## src/rtl/tile_sequencer_pkg.sv

```systemverilog
// rtl/tile_sequencer_pkg.sv - shared types, defaults and helpers for the tile sequencer
package tile_sequencer_pkg;

    localparam int SYS_ROWS       = 4;
    localparam int SYS_COLS       = 4;
    localparam int DEF_MAX_A_ROWS = 256;
    localparam int DEF_MAX_TILES  = 16;

    function automatic int max_i(input int a, input int b);
        return (a > b) ? a : b;
    endfunction

    localparam int DEF_A_W  = $clog2(DEF_MAX_A_ROWS + 1);
    localparam int DEF_T_W  = $clog2(DEF_MAX_TILES + 1);
    localparam int DEF_PH_W = $clog2(max_i(DEF_MAX_A_ROWS, SYS_ROWS + SYS_COLS) + 1);

    typedef enum logic [2:0] {
        TS_IDLE   = 3'd0,
        TS_CLR    = 3'd1,
        TS_WLOAD  = 3'd2,
        TS_STREAM = 3'd3,
        TS_DRAIN  = 3'd4,
        TS_HOLD   = 3'd5,
        TS_DONE   = 3'd6
    } tseq_state_e;

endpackage

```

## src/rtl/tile_sequencer_valid_skew.sv

```systemverilog
// rtl/tile_sequencer_valid_skew.sv - skewed per-column output-valid strobes from input reads
module tile_sequencer_valid_skew #(
    parameter int ROWS = 4,
    parameter int COLS = 4
) (
    input  logic            i_clk,
    input  logic            i_rst_n,
    input  logic            i_in,
    output logic [COLS-1:0] o_of_valid,
    output logic            o_of_last
);

    localparam int N = ROWS + COLS - 1;

    logic [N-1:0] r_sr;

    // Delay line: tap k carries the input-buffer read strobe delayed by k+1 cycles
    always_ff @(posedge i_clk or negedge i_rst_n) begin
        if (!i_rst_n) begin
            r_sr <= '0;
        end else begin
            r_sr <= (r_sr << 1) | N'(i_in);
        end
    end

    // Column c sees its partial sum ROWS+c cycles after the activation row entered
    genvar c;
    generate
        for (c = 0; c < COLS; c++) begin : g_col
            assign o_of_valid[c] = r_sr[ROWS+c-1];
        end
        // Final strobe of the last column is the falling edge of that column's window
        if (N > 1) begin : g_last_deep
            assign o_of_last = r_sr[N-1] & ~r_sr[N-2];
        end else begin : g_last_flat
            assign o_of_last = r_sr[0] & ~i_in;
        end
    endgenerate

endmodule

```

## src/rtl/tile_sequencer.sv

```systemverilog
// rtl/tile_sequencer.sv - multi-tile clear/weight-load/stream/drain sequencer for the systolic array
module tile_sequencer
    import tile_sequencer_pkg::*;
#(
    parameter int ROWS       = SYS_ROWS,
    parameter int COLS       = SYS_COLS,
    parameter int MAX_A_ROWS = DEF_MAX_A_ROWS,
    parameter int MAX_TILES  = DEF_MAX_TILES
) (
    input  logic                             i_clk,
    input  logic                             i_rst_n,
    input  logic                             i_start,
    input  logic [$clog2(MAX_A_ROWS+1)-1:0]  i_cfg_a_rows,
    input  logic [$clog2(MAX_TILES+1)-1:0]   i_cfg_tiles,
    input  logic                             i_cfg_accum,
    input  logic                             i_tile_hold,
    output logic                             o_ready,
    output logic                             o_busy,
    output logic                             o_sys_clr,
    output logic                             o_w_buffer_read,
    output logic                             o_if_buffer_read,
    output logic [COLS-1:0]                  o_of_valid,
    output logic                             o_of_last,
    output logic [$clog2(MAX_TILES+1)-1:0]   o_tile_idx,
    output logic                             o_done
);

    localparam int A_W  = $clog2(MAX_A_ROWS + 1);
    localparam int T_W  = $clog2(MAX_TILES + 1);
    localparam int PH_W = $clog2(max_i(MAX_A_ROWS, ROWS + COLS) + 1);

    tseq_state_e     r_state;
    tseq_state_e     w_next;
    tseq_state_e     w_after_tile;
    logic [PH_W-1:0] r_cnt;
    logic [A_W-1:0]  r_a_last;
    logic [T_W-1:0]  r_tiles_last;
    logic [T_W-1:0]  r_tile_idx;
    logic            r_accum;
    logic            w_tile_inc;
    logic            w_wload_end;
    logic            w_stream_end;
    logic            w_drain_end;
    logic            w_last_tile;
    logic            w_if_read;

    assign w_wload_end  = (r_cnt == PH_W'(ROWS - 1));
    assign w_stream_end = (r_cnt == PH_W'(r_a_last));
    assign w_drain_end  = (r_cnt == PH_W'(ROWS + COLS - 2));
    assign w_last_tile  = (r_tile_idx == r_tiles_last);
    // Accumulating runs keep partial sums, so later tiles skip the clear
    assign w_after_tile = r_accum ? TS_WLOAD : TS_CLR;

    // Next-state selection and tile advance decision
    always_comb begin
        w_next     = r_state;
        w_tile_inc = 1'b0;
        case (r_state)
            TS_IDLE: begin
                if (i_start) begin
                    w_next = (i_cfg_tiles == '0) ? TS_DONE : TS_CLR;
                end
            end
            TS_CLR:    w_next = TS_WLOAD;
            TS_WLOAD:  if (w_wload_end)  w_next = TS_STREAM;
            TS_STREAM: if (w_stream_end) w_next = TS_DRAIN;
            TS_DRAIN: begin
                if (w_drain_end) begin
                    if (w_last_tile) begin
                        w_next = TS_DONE;
                    end else if (i_tile_hold) begin
                        w_next = TS_HOLD;
                    end else begin
                        w_next     = w_after_tile;
                        w_tile_inc = 1'b1;
                    end
                end
            end
            TS_HOLD: begin
                if (!i_tile_hold) begin
                    w_next     = w_after_tile;
                    w_tile_inc = 1'b1;
                end
            end
            TS_DONE:   w_next = TS_IDLE;
            default:   w_next = TS_IDLE;
        endcase
    end

    // State register
    always_ff @(posedge i_clk or negedge i_rst_n) begin
        if (!i_rst_n) begin
            r_state <= TS_IDLE;
        end else begin
            r_state <= w_next;
        end
    end

    // Phase counter restarts on every state change and only runs in timed phases
    always_ff @(posedge i_clk or negedge i_rst_n) begin
        if (!i_rst_n) begin
            r_cnt <= '0;
        end else if (w_next != r_state) begin
            r_cnt <= '0;
        end else if (r_state == TS_WLOAD || r_state == TS_STREAM || r_state == TS_DRAIN) begin
            r_cnt <= r_cnt + 1'b1;
        end
    end

    // Configuration is captured once at start; zero activation rows clamp to one
    always_ff @(posedge i_clk or negedge i_rst_n) begin
        if (!i_rst_n) begin
            r_a_last     <= '0;
            r_tiles_last <= '0;
            r_accum      <= 1'b0;
            r_tile_idx   <= '0;
        end else if (r_state == TS_IDLE && i_start) begin
            r_a_last     <= (i_cfg_a_rows == '0) ? '0 : i_cfg_a_rows - 1'b1;
            r_tiles_last <= i_cfg_tiles - 1'b1;
            r_accum      <= i_cfg_accum;
            r_tile_idx   <= '0;
        end else if (w_tile_inc) begin
            r_tile_idx <= r_tile_idx + 1'b1;
        end
    end

    assign w_if_read        = (r_state == TS_STREAM);
    assign o_ready          = (r_state == TS_IDLE);
    assign o_busy           = (r_state != TS_IDLE);
    assign o_sys_clr        = (r_state == TS_CLR);
    assign o_w_buffer_read  = (r_state == TS_WLOAD);
    assign o_if_buffer_read = w_if_read;
    assign o_done           = (r_state == TS_DONE);
    assign o_tile_idx       = r_tile_idx;

    tile_sequencer_valid_skew #(
        .ROWS (ROWS),
        .COLS (COLS)
    ) u_valid_skew (
        .i_clk      (i_clk),
        .i_rst_n    (i_rst_n),
        .i_in       (w_if_read),
        .o_of_valid (o_of_valid),
        .o_of_last  (o_of_last)
    );

endmodule

```

## config.mk

```make
export PLATFORM = sky130hd
export DESIGN_NAME = tile_sequencer
export DESIGN_NICKNAME = d
export VERILOG_FILES = /design/src/rtl/tile_sequencer_pkg.sv /design/src/rtl/tile_sequencer_valid_skew.sv /design/src/rtl/tile_sequencer.sv
export SDC_FILE = /design/constraint.sdc
export NUM_CORES = 1
export LEC_CHECK = 0
export ABC_AREA = 1
export CAP_MARGIN = 20
export CORE_UTILIZATION = 54
export DETAILED_ROUTE_END_ITERATION = 10
export PLACE_DENSITY = 0.78
export SLEW_MARGIN = 20
export SYNTH_ARGS = -nofsm -noshare
export SYNTH_HDL_FRONTEND = slang
export SYNTH_HIERARCHICAL = 1
export SYNTH_SLANG_ARGS = --single-unit
```

## constraint.sdc

```tcl
create_clock -name i_clk -period 2.36 [get_ports i_clk]
set_clock_uncertainty 0.15 [all_clocks]
set_input_delay 0.472 -clock i_clk [delete_from_list [all_inputs] [get_ports i_clk]]
set_output_delay 0.472 -clock i_clk [all_outputs]
set_load 0.01 [all_outputs]
```

-- Word-level counts from Yosys, hierarchy flattened
Cells that the tools add are included.
- reduce and logical (&&, ||, !) cells: 9
- bitwise logic cells: 3
- add/sub/neg operators: 4
- mux-type cells: 19
- equality and inequality tests: 11
- operators with widths (operator ; number):
    two-way mux 9 bit ; 3
    two-way mux 3 bit ; 8
    case mux 3 bit (6 select lines) ; 1
    two-way mux 5 bit ; 2
    adder 9 x 1 -> 9 bit (second input constant) ; 1
    == test 3 bit (second input constant) ; 3
    == test 9 x 2 -> 1 bit (second input constant) ; 1
    == test 9 x 3 -> 1 bit (second input constant) ; 1
    == test 9 bit ; 1
    zero test 9 bit ; 1
    subtractor 9 x 1 -> 9 bit (second input constant) ; 1
    OR 7 x 1 -> 7 bit ; 1
    == test 3 x 2 -> 1 bit (second input constant) ; 2
    adder 5 x 1 -> 5 bit (second input constant) ; 1
    == test 5 bit ; 1
    zero test 5 bit ; 1
    subtractor 5 x 1 -> 5 bit (second input constant) ; 1
    nonzero test 2 bit ; 2
    == test 3 x 1 -> 1 bit (second input constant) ; 1
    zero test 3 bit ; 1
    two-way mux 1 bit ; 3
    != test 3 bit ; 1
    nonzero test 3 bit ; 1
    logical OR 1 bit ; 2
    other kinds (5) ; 5
- logic and storage cells: 53
- input bits: 19
- register bits after elaboration: 39

-- Depth between registers and ports, before layout
- word-level depth: 7
- depth in mapped cells: 12
- gate-level depth less buffers: 12

-- By module
The synthesis kept the hierarchy.
- by module, submodules not included (module ; instances ; cells an instance ; area an instance (um^2)):
    tile_sequencer ; 1 ; 275 ; 2098.3
    tile_sequencer_valid_skew ; 1 ; 13 ; 215.2

-- Worst setup path after synthesis
Ideal clock, no wire load.
- kind: input to register
- start: input i_cfg_a_rows[0]
- end: register r_a_last[7]
- arrival: 1469 ps
- slack: 595 ps
- setup time: 145 ps
- stages on the path: 7
- cells stage by stage: inv_1 ha_1 nand3_1 nor3_1 inv_1 o21ai_1 o22ai_1
- word-level cells in the longest chain between the ends: 2
- elaborated cells on any way between the ends: 3
- RTL lines (element ; RTL line ; source):
    start, declared ; tile_sequencer.sv:13 ; input logic [$clog2(MAX_A_ROWS+1)-1:0] i_cfg_a_rows,
    subtractor 9 x 1 -> 9 bit or zero test 9 bit (tied branches) ; tile_sequencer.sv:118 ; r_a_last <= (i_cfg_a_rows == '0) ? '0 : i_cfg_a_rows - 1'b1;
    two-way mux 9 bit * ; tile_sequencer.sv:118 ;
    end signal, assigned ; tile_sequencer.sv:118 ;
    end, declared ; tile_sequencer.sv:36 ; logic [A_W-1:0] r_a_last;
Every way passes the cells marked *; elsewhere a longest branch is shown, timed or not.
A chain may end at the register's enable or synchronous reset.

-- Final worst setup path
- start: register r_state[2]
- end: output o_w_buffer_read
- word-level cells in the longest chain between the ends: 1
- RTL lines (element ; RTL line ; source):
    start, declared ; tile_sequencer.sv:32 ; tseq_state_e r_state;
    start signal, assigned ; tile_sequencer.sv:95 ; r_state <= w_next;
    == test 3 x 2 -> 1 bit ; tile_sequencer.sv:131 ; assign o_w_buffer_read = (r_state == TS_WLOAD);
    end, declared ; tile_sequencer.sv:20 ; output logic o_w_buffer_read,
Every way passes these cells.

==> results.sh <==
export IMPL_global_route_usage_total_pct=23.2
export IMPL_period_share_pct=97.6
export IMPL_critical_path_class="reg -> out"
export IMPL_route_detailed_drc=0
export IMPL_critical_path_required_ps=1740
export IMPL_worst_slew_margin_rel_pct=72.3
export IMPL_hpwl_mm=3.71
export IMPL_antenna_violating_nets_post_route=0
export IMPL_report_final_setup_viol=0
export IMPL_cts_sinks=39
export IMPL_post_route_min_period_ps=2300
export IMPL_floorplan_initialDensity_pct=57.0
export IMPL_least_margin_pin_slew_ps=416
export IMPL_worst_setup_path_startpoint="r_state[2]"
export IMPL_fin_area_sq_um=2830
export IMPL_post_drt_via_cell_ratio=5.02
export IMPL_syn_area_per_cell_sq_um=8.03
export IMPL_total_length_of_routed_met2_wires_mm=2.26
export IMPL_fmax_mhz=434
export IMPL_hold_class="reg -> reg"
export IMPL_synthTopCellsByArea="sky130_fd_sc_hd__dfrtp_1, sky130_fd_sc_hd__nand2_1, sky130_fd_sc_hd__inv_1"
export IMPL_ratio_of_total_power_to_cell_area_nw_per_um2=910
export IMPL_post_cts_setup_buffer_count=0
export IMPL_avgRoutedWirePerCell_microns=12.1
export IMPL_synthFlopType="sky130_fd_sc_hd__dfrtp_1"
export IMPL_most_common_cell_after_layout_fill_and_taps_aside="sky130_fd_sc_hd__nand2_1"
export IMPL_first_iter_violations=136
export IMPL_cts_repair_resized=0
export IMPL_dieArea_sq_um=4550
export IMPL_first_global_vias=1759
export IMPL_ir_drop_mv=0.612
export IMPL_postSynthCellCount=288
export IMPL_yosys_register_bits=39
export IMPL_diodes=0
export IMPL_drtPass1Iterations=4
export IMPL_gr_total_overflow=0
export IMPL_placeable_core_region_sq_um=4060
export IMPL_leakage_nw=1.31
export IMPL_finalNetCount=356
export IMPL_setup_crit_end="o_w_buffer_read"
export IMPL_clockBufferDepth=2
export IMPL_io_pins=35
export IMPL_grt_pass1_wl_mm=7.71
export IMPL_post_placement_setup_slack_ps=67.0
export IMPL_antenna_violations_before_repair=0
export IMPL_m1WireLength_mm=2.13
export IMPL_post_synthesis_net_count=313
export IMPL_most_common_layout_cells="sky130_fd_sc_hd__nand2_1, sky130_fd_sc_hd__dfrtp_1, sky130_fd_sc_hd__inv_1"
export IMPL_timing_critical_path_arrival_ps=1680
export IMPL_critPathCaptureType="output port"
export IMPL_synth_cell_type_count=29
export IMPL_syn_area_sq_um=2310
export IMPL_worst_skew_pair_late_latency_ps=290
export IMPL_top_signal_layer_used="met4"
export IMPL_critical_path_max_fanout=6
export IMPL_r2r_worst_path_cells=11
export IMPL_number_of_synthesized_flops_with_an_enable_pin=0
export IMPL_die_height_microns=67.5
export IMPL_setup_repair_after_global_routing_missed_its_margin="yes"
export IMPL_fp_row_count=23
export IMPL_postPlaceCellArea_sq_um=2730
export IMPL_status="finished, final reports clean"
export IMPL_maximum_number_of_pins_on_one_net_before_global_route_repair=22
export IMPL_area_growth_syn_to_layout_pct=22.1
export IMPL_cp_start_kind="flip-flop"
export IMPL_clkTransAtPathRegs_ps=80
export IMPL_postLayoutSetupSlackWorst_ps=55.9
export IMPL_globalplace_congestion=0.809
export IMPL_cts_htree_levels=2
export IMPL_hold_violations=0
export IMPL_vias=1917
export IMPL_drv_max_cap_violation_count=0
export IMPL_synth_seq_area_share_pct=42.2
export IMPL_cts_root_buffer="sky130_fd_sc_hd__clkbuf_8"
export IMPL_slew_viol_final=0
export IMPL_cts_tree="done"
export IMPL_numPortBuffers=34
export IMPL_met3RoutedLength_microns=173
export IMPL_yosys_area_top_type="sky130_fd_sc_hd__dfrtp_1"
export IMPL_hold_worst_slack_ps=203
export IMPL_synth_top_cell_area_share_pct=42.2
export IMPL_synth_async_reset_ratio_pct=100
export IMPL_ys_warn_count=6
export IMPL_numCtsBuffers=5
export IMPL_drt_total_wl_mm=4.62
export IMPL_drive_above_1_share_pct=15.4
export IMPL_rrSetupSlack_ps=320
export IMPL_die_width_microns=67.5
export IMPL_critical_path_reg2reg_endpoint="o_tile_idx[3]"
export IMPL_worstReg2RegStart="r_cnt[0]"
-- cell usage after synthesis (3+ instances only) --
cell and number:
sky130_fd_sc_hd__o22ai_1 6, sky130_fd_sc_hd__inv_2 5, sky130_fd_sc_hd__ha_1 6, sky130_fd_sc_hd__nor3_1 7, sky130_fd_sc_hd__dfrtp_1 39, sky130_fd_sc_hd__inv_1 38
sky130_fd_sc_hd__o21ai_0 11, sky130_fd_sc_hd__xor2_1 13, sky130_fd_sc_hd__buf_4 4, sky130_fd_sc_hd__a21oi_1 3, sky130_fd_sc_hd__nand3_1 16, sky130_fd_sc_hd__nor2_2 13
sky130_fd_sc_hd__nor2_1 22, sky130_fd_sc_hd__nand4_1 7, sky130_fd_sc_hd__nand3b_1 3, sky130_fd_sc_hd__nand2_2 6, sky130_fd_sc_hd__xnor2_1 7, sky130_fd_sc_hd__nand2_1 67
-- layout make-up --
cell class | instances | area [sq um]
well taps | 50 | 62.6
flip-flops and latches | 39 | 976
inverters | 43 | 161
repair buffers | 42 | 398
clock inverters | 3 | 20.0
clock buffers | 5 | 68.8
fillers | 339 | 1230
multi-input cells | 200 | 1140
-- kinds of logic (layout without fill, tap and decap cells) --
group,after synthesis,in the layout,share of synthesized area [%]
AO/OA/AOI/OAI,24,24,6.11
XOR/XNOR,20,20,7.57
adder cells (fa/ha/maj),6,6,3.24
buffers and inverters,49,93,8.60
flip-flops,39,39,42.2
AND/OR/NAND/NOR,150,150,32.3
-- worst min path at each step --
stage / slack [ps] / end / start / cells past startpoint
6_report: 200 / u_valid_skew/r_sr[2] / u_valid_skew/r_sr[1] / 0
3_5_place_dp: 190 / u_valid_skew/r_sr[2] / u_valid_skew/r_sr[1] / 0
4_1_cts: 200 / u_valid_skew/r_sr[2] / u_valid_skew/r_sr[1] / 0
3_3_place_gp: 180 / u_valid_skew/r_sr[3] / u_valid_skew/r_sr[2] / 0
5_1_grt: 210 / u_valid_skew/r_sr[2] / u_valid_skew/r_sr[1] / 0
2_1_floorplan: 30 / o_tile_idx[0] / i_rst_n / 0
-- critical path, stage by stage, from the launching register on --
cell and delay, ps:
sky130_fd_sc_hd__dfrtp_1 380, sky130_fd_sc_hd__inv_2 130, sky130_fd_sc_hd__nand2_2 100, sky130_fd_sc_hd__nor2_2 200, sky130_fd_sc_hd__clkdlybuf4s50_1 580
-- registers in the layout, indices dropped and copies added (netlist names) --
name               flops
o_tile_idx             5
r_a_last               9
r_accum                1
r_cnt                  9
r_state                3
r_tiles_last           5
u_valid_skew/r_sr      7
-- power by group --
group	total, mW	internal, mW	switching (mW)
Clock	0.443	0.206	0.238
Sequential	0.993	0.866	0.127
Combinational	1.14	0.485	0.652
-- repair_timing --
action / 4_1_cts / 5_1_grt
setup endpoints to repair: 0 / 1
hold endpoints to repair: 18 / 0
hold buffers: 1 / 0
-- metrics by stage --
step	utilization (%)	power, mW	std cells	TNS, ps
floorplan	-	1.77	288	0
global placement	67.2	2.11	373	0
detailed placement	67.2	2.14	373	0
CTS	69.6	2.59	382	0
global route	69.6	2.78	382	-0.0915
finish	69.6	2.57	382	0
-- metal layers --
layer | global-route usage (%) | vias to the layer above
met2 | 38.3 | 41
met3 | 4.90 | 5
met1 | 29.9 | 878
li1 | - | 993
met5 | 0 | -
met4 | 8.51 | 0
Note: power is estimated with default switching activity, not from simulation.
==> variant: new RTL, config.mk and constraints unchanged <==
Change the package constant `SYS_ROWS` from 4 to 8.
--- a/src/rtl/tile_sequencer_pkg.sv
+++ b/src/rtl/tile_sequencer_pkg.sv
@@ -1,7 +1,7 @@
 // rtl/tile_sequencer_pkg.sv - shared types, defaults and helpers for the tile sequencer
 package tile_sequencer_pkg;
 
-    localparam int SYS_ROWS       = 4;
+    localparam int SYS_ROWS       = 8;
     localparam int SYS_COLS       = 4;
     localparam int DEF_MAX_A_ROWS = 256;
     localparam int DEF_MAX_TILES  = 16;
Formal check against the unedited RTL: not equivalent (Yosys sat finds a counterexample within 10 cycles, from zero or initial values and one cycle with i_rst_n low).
==> variant against the unedited design <==
Sequential cell count is 4 higher; die area up 1.6%; non-clock buffer count decreased by 3; power grew 9.8%; final area grew 2.4%; area after synthesis increased by 1.6%; worst setup slack improved by 0.066 ns; wire length increased by 0.67%; fmax is 3.0% higher; final cell count decreased by 1.0%.
==> variant: results (changes against the unedited design) <==
Parameter                              Value

Status
  Result of the run ... finished, final reports clean

Drt
  Violation count after the first detailed-route iteration ... 98 (-28%)
  Via density per instance ... 5.074 (+1.1%)
  Met2 wire length ... 2.285 mm (+1.2%)
  Metal3 WL ... 184 um (+6.4%)

Placed design
  Placer congestion estimate ... 0.8940 (+11%)
  Half-perimeter wire length of the detailed placement result ... 3.422 mm (-7.8%)

Logic synthesis
  Main area contributors after synthesis ... sky130_fd_sc_hd__dfrtp_1 (46%), sky130_fd_sc_hd__nand2_1 (11%), sky130_fd_sc_hd__inv_1 (5.3%), sky130_fd_sc_hd__xor2_1 (4.8%), sky130_fd_sc_hd__nor2_1 (4.6%)
  Parity-gate share of the synthesized area counting xor and xnor cells ... 8.941% (+1.4 points)
  Post-Synth Adder-Cell Area ... 3.193% (-0.052 points)
  Most used standard cells in the synthesized netlist ... sky130_fd_sc_hd__nand2_1 (71), sky130_fd_sc_hd__dfrtp_1 (43), sky130_fd_sc_hd__inv_1 (33), sky130_fd_sc_hd__nor2_1 (29), sky130_fd_sc_hd__o21ai_0 (18)
  Compound-cell area share of the yosys netlist ... 6.227% (+0.12 points)

Final layout
  Final Core Density ... 70.82% (+1.2 points)
  Registers with the highest flip-flop counts ... u_valid_skew/r_sr x11, r_a_last x9, r_cnt x9
  Fraction of layout cells with a size suffix above 1 ... 10.06% (-5.3 points)
  Nets ... 352 (-1.1%)
  Fill cell instance count of the final layout ... 348 (+2.7%)

GRT
  Met1 Usage GRT ... 25.59% (-4.3 points)
  Global-route usage over all layers ... 22.18% (-1.0 points)
  Met2 usage ... 39.46% (+1.2 points)
  Pin count of the biggest net entering global routing ... 24 (+9.1%)

Setup path
  Destination of the critical timing path ... o_ready
  Register-to-Register Setup Slack ... 0.39 ns (+0.07 ns)
  Data arrival, critical path ... 1.62 ns (-0.06 ns)
  Reg2reg start ... r_cnt[0]$_DFFE_PN0P_

Power and ir drop
  Leakage Power ... 0.001381 uW (+5.8%)
  VDD IR-drop max ... 0.6805 mV (+11%)

STA
  Tightest hold margin ... 0.2019 ns (-0.001222 ns)
  Transition at the pin with the smallest max-transition slack ... 0.5017 ns (+0.08611 ns)
## variant: cell types whose count changed after synthesis, moves of 5 or more
| cell | delta |
|---|---|
| sky130_fd_sc_hd__inv_1 | -5 |
| sky130_fd_sc_hd__nor2_1 | +7 |
| sky130_fd_sc_hd__nor2_2 | -8 |
| sky130_fd_sc_hd__o21ai_0 | +7 |
## variant: worst max-delay path, stage by stage, from the launching register on
cell and delay [ns]:
sky130_fd_sc_hd__dfrtp_1 0.44, sky130_fd_sc_hd__inv_2 0.13, sky130_fd_sc_hd__nand3_2 0.12, sky130_fd_sc_hd__inv_2 0.09, sky130_fd_sc_hd__clkdlybuf4s50_1 0.53
## variant: metrics by stage
| step | power, uW | worst slack, ns | cells |
|---|---|---|---|
| CTS | 2855 | 0.05736 | 378 |
| floorplan | 1793 | 0.6286 | 288 |
| global placement | 2125 | 0.1329 | 369 |
| global route | 3006 | 0.04236 | 378 |
| detailed placement | 2160 | 0.08563 | 369 |
| finish | 2826 | 0.1224 | 378 |
## variant: cells by family after synthesis
family	after synthesis
flops	43
compound gates	27
simple gates	143
buf+inv	45
xor+xnor	24
fa+ha+maj	6
## variant: layout make-up
| class | count | share of cell area (%) |
|---|---|---|
| multi-input combinational | 200 | 37.53 |
| sequential | 43 | 37.18 |
| timing repair buffer | 39 | 13.49 |
| inverter | 38 | 4.929 |
| clock buffer | 5 | 2.378 |
| clock inverter | 3 | 2.335 |
| tap | 50 | 2.162 |
## variant: where the power goes
group	internal, uW	leakage, uW	total, uW	switching, uW
Clock	422	0.0000644	682	260
Sequential	959	0.000565	1100	146
Combinational	452	0.000752	1040	587
## variant: repair_timing
| item | in CTS | in global routing |
|---|---|---|
| setup endpoints to repair | 0 | 1 |
| hold buffers | 1 | 0 |
| resized for setup | 0 | 1 |
| endpoints found under the hold margin | 20 | 0 |
